===== src/rtl/id_ex_stage.sv =====
// id_ex_stage: decode-to-execute pipeline register with write-back bypass,
// load-use hazard detection and bubble insertion for stalls and flushes.
// Latency: 1 cycle ID -> EX. Stall is combinational from the EX registers and ID inputs.
// Backpressure: on a load-use hazard Stall holds PC/IF-ID upstream for one cycle
// while a bubble enters EX. Flush kills the decode slot and takes priority over Stall.
//
// Ports:
//   clk, rst                      rising-edge clock, synchronous active-high reset
//   IDValid                       decode slot holds a real instruction
//   IDRA1/IDRA2, IDRD1/IDRD2      source addresses and register-file read data
//   IDWA, IDRegWrite, IDMemRead,
//   IDMemWrite, IDALUCtrl, IDImm  decoded destination, controls and immediate
//   WBWE/WBWA/WBWD                write-back port, which is also the RF write port
//   Flush                         branch/jump taken; kill the decode slot
//   Stall                         hold PC and IF/ID (combinational)
//   EX*                           registered EX-stage fields
//   StallCnt/FlushCnt             saturating event counters
module id_ex_stage #(
  parameter int DW = 32,
  parameter int AW = 5,
  parameter int CW = 16
) (
  input  logic          clk,
  input  logic          rst,
  // decode slot
  input  logic          IDValid,
  input  logic [AW-1:0] IDRA1,
  input  logic [AW-1:0] IDRA2,
  input  logic [DW-1:0] IDRD1,
  input  logic [DW-1:0] IDRD2,
  input  logic [AW-1:0] IDWA,
  input  logic          IDRegWrite,
  input  logic          IDMemRead,
  input  logic          IDMemWrite,
  input  logic [3:0]    IDALUCtrl,
  input  logic [DW-1:0] IDImm,
  // write-back port
  input  logic          WBWE,
  input  logic [AW-1:0] WBWA,
  input  logic [DW-1:0] WBWD,
  // control
  input  logic          Flush,
  output logic          Stall,
  // EX slot
  output logic          EXValid,
  output logic [DW-1:0] EXRD1,
  output logic [DW-1:0] EXRD2,
  output logic [AW-1:0] EXRA1,
  output logic [AW-1:0] EXRA2,
  output logic [AW-1:0] EXWA,
  output logic          EXRegWrite,
  output logic          EXMemRead,
  output logic          EXMemWrite,
  output logic [3:0]    EXALUCtrl,
  output logic [DW-1:0] EXImm,
  // performance counters
  output logic [CW-1:0] StallCnt,
  output logic [CW-1:0] FlushCnt
);

  localparam logic [AW-1:0] ZERO_REG = '0;
  localparam logic [CW-1:0] CNT_ONE  = {{(CW-1){1'b0}}, 1'b1};
  localparam logic [CW-1:0] CNT_MAX  = '1;

  // EX-stage registers
  logic          r_ex_valid;
  logic [DW-1:0] r_ex_rd1;
  logic [DW-1:0] r_ex_rd2;
  logic [AW-1:0] r_ex_ra1;
  logic [AW-1:0] r_ex_ra2;
  logic [AW-1:0] r_ex_wa;
  logic          r_ex_regwrite;
  logic          r_ex_memread;
  logic          r_ex_memwrite;
  logic [3:0]    r_ex_aluctrl;
  logic [DW-1:0] r_ex_imm;
  logic [CW-1:0] r_stall_cnt;
  logic [CW-1:0] r_flush_cnt;

  // Operand selection. r0 is hard-wired zero regardless of what the RF or the
  // write-back port say. The bypass covers the case where WB writes the RF on
  // the same edge that this stage captures, since the RF read does not see it.
  logic [DW-1:0] w_op1;
  logic [DW-1:0] w_op2;
  logic          w_byp1;
  logic          w_byp2;

  assign w_byp1 = WBWE && (WBWA == IDRA1) && (WBWA != ZERO_REG);
  assign w_byp2 = WBWE && (WBWA == IDRA2) && (WBWA != ZERO_REG);

  always_comb begin
    w_op1 = IDRD1;
    if (IDRA1 == ZERO_REG) begin
      w_op1 = '0;
    end else if (w_byp1) begin
      w_op1 = WBWD;
    end
  end

  always_comb begin
    w_op2 = IDRD2;
    if (IDRA2 == ZERO_REG) begin
      w_op2 = '0;
    end else if (w_byp2) begin
      w_op2 = WBWD;
    end
  end

  // Load-use hazard: the instruction in EX is a load whose result cannot be
  // forwarded in time to the decoding instruction. A flush already kills the
  // decode slot, so no stall is raised then.
  logic w_src_match;
  logic w_stall;

  assign w_src_match = (r_ex_wa == IDRA1) || (r_ex_wa == IDRA2);
  assign w_stall     = ~Flush & IDValid & r_ex_valid & r_ex_memread &
                       (r_ex_wa != ZERO_REG) & w_src_match;

  // Bubble when the decode slot is killed or held; the stall self-clears on
  // the next cycle because the bubble drops EXValid.
  logic w_bubble;
  assign w_bubble = Flush | w_stall;

  always_ff @(posedge clk) begin
    if (rst) begin
      r_ex_valid    <= 1'b0;
      r_ex_rd1      <= '0;
      r_ex_rd2      <= '0;
      r_ex_ra1      <= '0;
      r_ex_ra2      <= '0;
      r_ex_wa       <= '0;
      r_ex_regwrite <= 1'b0;
      r_ex_memread  <= 1'b0;
      r_ex_memwrite <= 1'b0;
      r_ex_aluctrl  <= '0;
      r_ex_imm      <= '0;
      r_stall_cnt   <= '0;
      r_flush_cnt   <= '0;
    end else begin
      if (w_bubble) begin
        r_ex_valid    <= 1'b0;
        r_ex_rd1      <= '0;
        r_ex_rd2      <= '0;
        r_ex_ra1      <= '0;
        r_ex_ra2      <= '0;
        r_ex_wa       <= '0;
        r_ex_regwrite <= 1'b0;
        r_ex_memread  <= 1'b0;
        r_ex_memwrite <= 1'b0;
        r_ex_aluctrl  <= '0;
        r_ex_imm      <= '0;
      end else begin
        // Controls are qualified by IDValid so an empty slot has no side effects.
        r_ex_valid    <= IDValid;
        r_ex_rd1      <= w_op1;
        r_ex_rd2      <= w_op2;
        r_ex_ra1      <= IDRA1;
        r_ex_ra2      <= IDRA2;
        r_ex_wa       <= IDWA;
        r_ex_regwrite <= IDRegWrite & IDValid;
        r_ex_memread  <= IDMemRead & IDValid;
        r_ex_memwrite <= IDMemWrite & IDValid;
        r_ex_aluctrl  <= IDALUCtrl;
        r_ex_imm      <= IDImm;
      end

      // Flush has priority; w_stall is already zero whenever Flush is high.
      if (Flush && (r_flush_cnt != CNT_MAX)) begin
        r_flush_cnt <= r_flush_cnt + CNT_ONE;
      end
      if (w_stall && (r_stall_cnt != CNT_MAX)) begin
        r_stall_cnt <= r_stall_cnt + CNT_ONE;
      end
    end
  end

  assign Stall      = w_stall;
  assign EXValid    = r_ex_valid;
  assign EXRD1      = r_ex_rd1;
  assign EXRD2      = r_ex_rd2;
  assign EXRA1      = r_ex_ra1;
  assign EXRA2      = r_ex_ra2;
  assign EXWA       = r_ex_wa;
  assign EXRegWrite = r_ex_regwrite;
  assign EXMemRead  = r_ex_memread;
  assign EXMemWrite = r_ex_memwrite;
  assign EXALUCtrl  = r_ex_aluctrl;
  assign EXImm      = r_ex_imm;
  assign StallCnt   = r_stall_cnt;
  assign FlushCnt   = r_flush_cnt;

endmodule


===== config.mk =====
export PLATFORM = sky130hd
export DESIGN_NAME = id_ex_stage
export DESIGN_NICKNAME = d
export VERILOG_FILES = /design/src/rtl/id_ex_stage.sv
export SDC_FILE = /design/constraint.sdc
export NUM_CORES = 1
export LEC_CHECK = 0
export BUFFER_PORTS_ARGS = -buffer_cell sky130_fd_sc_hd__clkbuf_2
export CORE_ASPECT_RATIO = 0.75
export CORE_UTILIZATION = 40
export CTS_CLUSTER_DIAMETER = 50
export DETAILED_ROUTE_END_ITERATION = 16
export HOLD_SLACK_MARGIN = 0.15
export PLACE_DENSITY_LB_ADDON = 0.08
export SYNTH_ARGS = -nofsm -noshare
export SYNTH_HDL_FRONTEND = slang
export SYNTH_SLANG_ARGS = --single-unit

===== constraint.sdc =====
create_clock -name clk -period 3.4 [get_ports clk]
set_input_delay 0.68 -clock clk [delete_from_list [all_inputs] [get_ports clk]]
set_output_delay 0.68 -clock clk [all_outputs]
set_load 0.005 [all_outputs]

==> metrics.md, run 1 <==
| Metric | Value |
|---|---|
| Via count | 5254 |
| PwrDens | 521 nW/um^2 |
| NumNets Final | 1040 |
| Status | complete, no violations |
| Largest net degree at the start of global routing | 40 |
| Initial Util | 41.3% |
| Gpl congestion | 0.826 |
| Htree depth | 4 |
| CP max FO | 6 |
| Antenna cells | 0 |
| Share of layout cells above drive strength 1 | 40.4% |
| Register share of total power | 44.1% |
| Sw Ratio | 21.8% |
| WP data arrival | 1970 ps |
| Clk pin slew, worst setup/hold paths | 60 ps |
| GRT Total Usage | 22.6% |
| Setup TNS Final | 0 ps |
| Psw | 0.919 mW |
| Post-CTS Setup Bufs | 0 |
| Clock Latency Late Sink | 410 ps |
| Critical path launch point type | flip-flop |
| Die Y | 106 um |
| Maximum clock path buffer count | 2 |
| Commonest cells post-synth | 151 x dfxtp_1, 87 x nor2_1, 66 x mux2i_1, 53 x and2_1, 25 x xnor2_1 |
| Synth warnings | 0 |
| Dominant cells by area after synthesis | dfxtp_1 53%, mux2i_1 12%, and2_1 5.8%, nor2_1 5.7%, xnor2_1 3.8% |
| Synth async-reset ratio | 0% |
| WHS Path Cells | 2 |
| Port bufs | 311 |
| Cell taking the most area after synthesis | dfxtp_1 |
| Initial antenna violation count | 0 |
| Ys flop type | dfxtp_1 |
| CP Capture Type | output pin |
| Final setup skew | 6.33 ps |
| Peak VDD IR | 0.000320 V |
| Core area | 13800 sq um |
| Layout area overhead | 41.2% |
| Routed vias/inst | 4.93 |
| First-pass GRT wire length | 25.6 mm |
| GR Overflow Total | 0 |
| Setup Viol. Count Final | 0 |
| Yosys top cell area share | 52.9% |
| Detailed-route DRC error count | 0 |
| Total die area | 14800 sq um |
| Max-cap viol count | 0 |
| Worst setup path class | flip-flop to output pin |
| RSZ-0062 raised after global routing | no |
| DR WL/cell | 15.8 um |
| CTS sink cnt | 151 |
| Pre-antenna DRT Iters | 4 |
| Design Area, Final | 8070 sq um |
| Vias in the first global route | 4968 |
| Final hold slack | 462 ps |
| DP Area | 7430 sq um |
| Hold WC Path Type | primary input to flip-flop |
| Chip Width | 140 um |
| Final HPWL DP | 12.8 mm |
| Row cnt | 37 |
| Cts hold-fix bufs | 0 |
| Drt total wl | 16.8 mm |
| Synth Net Count | 729 |
| Reg2Reg Depth | 6 |
| Filler cell count | 1257 |
| Post-cts sizing count | 0 |
| # IOs | 312 |
| Distinct cell type count after synthesis | 49 |
| Leak | 3.64 nW |
| Initial DRC count | 283 |
| Final min period | 2650 ps |
| Final Hold Fails | 0 |
| Syn_area_per_cell | 10.1 sq um |
| Seq/Total Area, Yosys | 52.9% |
| Worst Tran Pin Value | 782 ps |
| Max-slew headroom | 47.1% |
| Post-synthesis cell area | 5720 sq um |
| Pint | 3.29 mW |
| Most frequent cell after synthesis | dfxtp_1 |
| R2r setup slk | 1060 ps |
| Logic pwr share | 8.0% |
| Root buffer cell | clkbuf_16 |
| Yosys reg bits | 151 |
| CTS buffer count | 17 |
| Post-route ant nets | 0 |
| WP data required | 2720 ps |
| Slew Limit Fails | 0 |
| Post-Syn Instances | 567 |
| Fmax | 377 MHz |
| Clk network pwr share | 47.9% |
| Final period utilization | 78.0% |
| Power after layout | 4.21 mW |
| Post-synth EDFFs | 0 |
| CTS tree | built |
[state kept, by name, indices dropped and copies added, names as in the netlist]
signal / flops
FlushCnt: 16
EXALUCtrl: 4
EXRA2: 5
EXMemWrite: 1
EXMemRead: 1
EXValid: 1
EXWA: 5
EXRD1: 32
EXRD2: 32
EXRegWrite: 1
StallCnt: 16
EXRA1: 5
EXImm: 32
[cell families after synthesis]
| kind of cell | share of synthesized area, % |
|---|---|
| buffers and inverters | 2.80 |
| and+or+nand+nor | 21.8 |
| AOI/OAI and AO/OA | 5.58 |
| xor gates and xnor gates | 4.75 |
| adders and majority gates | 0.438 |
| muxes | 11.8 |
| DFF | 52.9 |
[per-layer routing]
layer	vias to the layer above	share of wire, %	track usage [%]
li1	2582	-	-
met2	213	49	37.7
met3	19	8.2	7.86
met5	-	0	0
met4	0	1.2	6.20
met1	2440	42	27.6
[worst max-delay path, stage by stage (launching register included)]
cell and delay, ps:
dfxtp_1 360, or4_1 590, o21ai_2 320, nor2_1 160, clkbuf_2 150
[stage by stage]
step / cells / worst slack (ps) / utilization [%]
finish: 1065 / 749 / 58.3
global route: 1065 / 627 / 58.3
CTS: 1065 / 713 / 58.3
detailed placement: 1034 / 753 / 53.7
global placement: 1034 / 864 / 53.7
floorplan: 567 / 1090 / -
[power by group through the flow]
| stage | combinational [mW] | sequential, mW | clock [mW] |
|---|---|---|---|
| final | 0.337 | 1.85 | 2.02 |
| after detailed placement | 0.339 | 1.89 | 0 |
| after floorplan | 0.129 | 1.90 | 0 |
| after global placement | 0.333 | 1.89 | 0 |
| after global routing | 0.370 | 1.86 | 2.14 |
| after CTS | 0.340 | 1.85 | 2.06 |
[area by class of cell]
type                    count  area, sq um  area share, %
inverters                   6         22.5          0.279
flip-flops and latches    151         3020           37.5
repair buffers            318         1610           19.9
clock inverters            11          170           2.11
clock buffers              20          467           5.78
well taps                 175          219           2.71
multi-input cells         384         2560           31.7
[path summary, 6_finish.rpt]
path,from,endpoint
max,EXWA[0],Stall
min,IDImm[19],EXImm[19]
min reg2reg,FlushCnt[12],FlushCnt[12]
max reg2reg,StallCnt[0],StallCnt[10]
[placed cells by master (no fill, tap or decap), types with 2 or more instances in the layout]
| cell type | count |
|---|---|
| clkbuf_2 | 311 |
| dfxtp_1 | 151 |
| nor2_1 | 87 |
| mux2i_1 | 66 |
| and2_1 | 53 |
| xnor2_1 | 25 |
| nand3_1 | 21 |
| a21oi_1 | 18 |
| clkbuf_16 | 17 |
| nand4_1 | 11 |
| and3_1 | 11 |
| or4_1 | 10 |
| nand2_1 | 9 |
| nor3_1 | 8 |
| buf_4 | 7 |
| xor2_1 | 6 |
| inv_1 | 6 |
| o31ai_1 | 6 |
| o21ai_0 | 6 |
| or3_1 | 5 |
| a211oi_1 | 5 |
| nor4_1 | 4 |
| bufinv_16 | 4 |
| o21ai_2 | 3 |
| clkinvlp_4 | 3 |
| clkbuf_8 | 3 |
| or2_2 | 2 |
| nor4_4 | 2 |
| and4_1 | 2 |
| nand2b_1 | 2 |
| nor4b_1 | 2 |
| ha_1 | 2 |
| inv_6 | 2 |
| clkinv_2 | 2 |
No activity file was read; power rests on OpenSTA's default activity.
==> run 2, diff against run 1 <==
- clock period: 3.4 -> 2.6 ns (I/O delays scaled with it)
==> run 2 against run 1 <==
- first-iteration DRC count decreased by 8.1%
- via count decreased by 0.72%
- utilization about the same
- final area about the same
- sequential share of layout area about the same
- final cell count about the same
- clock-buffer cell count increased by 3
- setup slack got worse by 610 ps
- critical path depth increased by 1
- non-clock buffer count unchanged
- flip-flop and latch count unchanged
==> metrics.md, run 2 (synthesis gave the netlist of run 1 again) <==
| Metric | Value |
|---|---|
| Clk pin slew, worst setup/hold paths | 60 ps (about the same) |
| # IOs | 312 (unchanged) |
| Final hold slack | 292 ps (-169 ps) |
| Slew Limit Fails | 0 (unchanged) |
| Commonest cells after routing, fill and taps aside | 311 x clkbuf_2, 151 x dfxtp_1, 87 x nor2_1 |
| Drt total wl | 16.6 mm (-1.0%) |
| DR WL/cell | 15.6 um (-1.1%) |
| Max-cap viol count | 0 (unchanged) |
| Detailed-route DRC error count | 0 (unchanged) |
| Final worst setup slack | 135 ps (-614 ps) |
| Pre-antenna DRT Iters | 4 (unchanged) |
| CP Capture Type | output pin |
| Gpl congestion | 0.838 (+1.4%) |
| CTS tree | built |
| Worst Tran Pin Value | 1010 ps (+225 ps) |
| Clock Latency Late Sink | 420 ps (about the same) |
| RSZ-0062 raised after global routing | no |
| CTS buffer count | 17 (unchanged) |
| WP data arrival | 1940 ps (-30 ps) |
| GRT Total Usage | 22.7% (+0.058 points) |
| CP max FO | 16 (+10) |
| Port bufs | 311 (unchanged) |
| NumNets Final | 1040 (unchanged) |
| Via count | 5216 (-0.72%) |
| Htree depth | 4 (unchanged) |
| R2r setup slk | 200 ps (-860 ps) |
| Core area | 13800 sq um (unchanged) |
| Initial Util | 41.3% (unchanged) |
| Peak VDD IR | 0.000448 V (+40%) |
| Leak | 3.64 nW (-0.15%) |
| Design Area, Final | 8070 sq um (about the same) |
| GR Overflow Total | 0 (unchanged) |
| DP Area | 7480 sq um (+0.67%) |
| Worst setup path class | flip-flop to output pin |
| Crit path to | Stall |
| Worst slack at placement | 206 ps (-547 ps) |
| Antenna cells | 0 (unchanged) |
| Final HPWL DP | 12.7 mm (-0.56%) |
| Fmax | 406 MHz |
| PwrDens | 657 nW/um^2 (+26%) |
| Setup TNS Final | 0 ps (unchanged) |
| Vias in the first global route | 5118 (+3.0%) |
| Final setup skew | 9.22 ps (+2.89 ps) |
| Post-CTS Setup Bufs | 0 (unchanged) |
| Final Hold Fails | 0 (unchanged) |
| Post-layout util | 58.3% (about the same) |
| Share of layout cells above drive strength 1 | 40.2% (-0.27 points) |
| WP data required | 2080 ps (-640 ps) |
| Die Y | 106 um (unchanged) |
| Largest net degree at the start of global routing | 56 (+40%) |
| RR Endpoint | StallCnt[10] |
| Reg2reg start | StallCnt[0] |
| Final period utilization | 94.8% |
| Row cnt | 37 (unchanged) |
| Post-route ant nets | 0 (unchanged) |
| Setup crit start | EXWA[1] |
| First-pass GRT wire length | 25.6 mm (-0.24%) |
| Placed Cells | 1034 (unchanged) |
| Initial DRC count | 260 (-8.1%) |
| Maximum clock path buffer count | 2 (unchanged) |
| Chip Width | 140 um (unchanged) |
| Cts hold-fix bufs | 0 (unchanged) |
| Initial antenna violation count | 0 (unchanged) |
| Reg2Reg Depth | 6 (unchanged) |
| Total die area | 14800 sq um (unchanged) |
| CTS sink cnt | 151 (unchanged) |
| Max-slew headroom | 32.7% (-14 points) |
| Status | complete, no violations |
| Most common cell after layout, fill and taps aside | clkbuf_2 |
| Critical path launch point type | flip-flop |
| Layout area overhead | 41.1% (about the same) |
| Post-cts sizing count | 0 (unchanged) |
| Finished Layout Cells | 1066 (+0.094%) |
| Hold WC Path Type | primary input to flip-flop |
| Power after layout | 5.30 mW (+26%) |
| Routed vias/inst | 4.89 (-0.82%) |
| Final min period | 2460 ps |
| Setup Viol. Count Final | 0 (unchanged) |
| Root buffer cell | clkbuf_16 |
[run 2: area by class of cell]
type,count,area (sq um)
Fill cell,1269,5780
Clock buffer,23,468
Multi-Input combinational cell,384,2560
Timing Repair Buffer,318,1660
Sequential cell,151,3020
Tap cell,175,219
Clock inverter,9,116
Inverter,6,22.5
[run 2: critical path, cell delays in order, from the launching register on]
cell and delay [ps]:
dfxtp_1 510, xnor2_1 160, nand3_1 130, o22a_2 370, nor2_1 210, clkbuf_2 150
[run 2: worst min path at each step]
stage                 startpoint            to  slack [ps]  cells past startpoint
finish                 IDImm[19]     EXImm[19]         290                      2
global route        IDALUCtrl[3]  EXALUCtrl[3]         280                      2
CTS                    IDImm[19]     EXImm[19]         280                      2
detailed placement  FlushCnt[12]  FlushCnt[12]         490                      1
global placement    StallCnt[11]  StallCnt[11]         490                      2
floorplan           FlushCnt[12]  FlushCnt[12]         480                      1
[run 2: power breakdown]
group	switching [mW]	internal (mW)
Combinational	0.215	0.229
Sequential	0.0303	2.39
Clock	0.958	1.47
Total	1.20	4.10
[run 2: layer usage]
metal	track usage, %	wire length [um]	vias up
met5	0	0	-
met4	8.48	305	0
met3	7.13	1160	26
met2	38.7	8070	207
met1	26.6	7080	2402
li1	-	-	2581
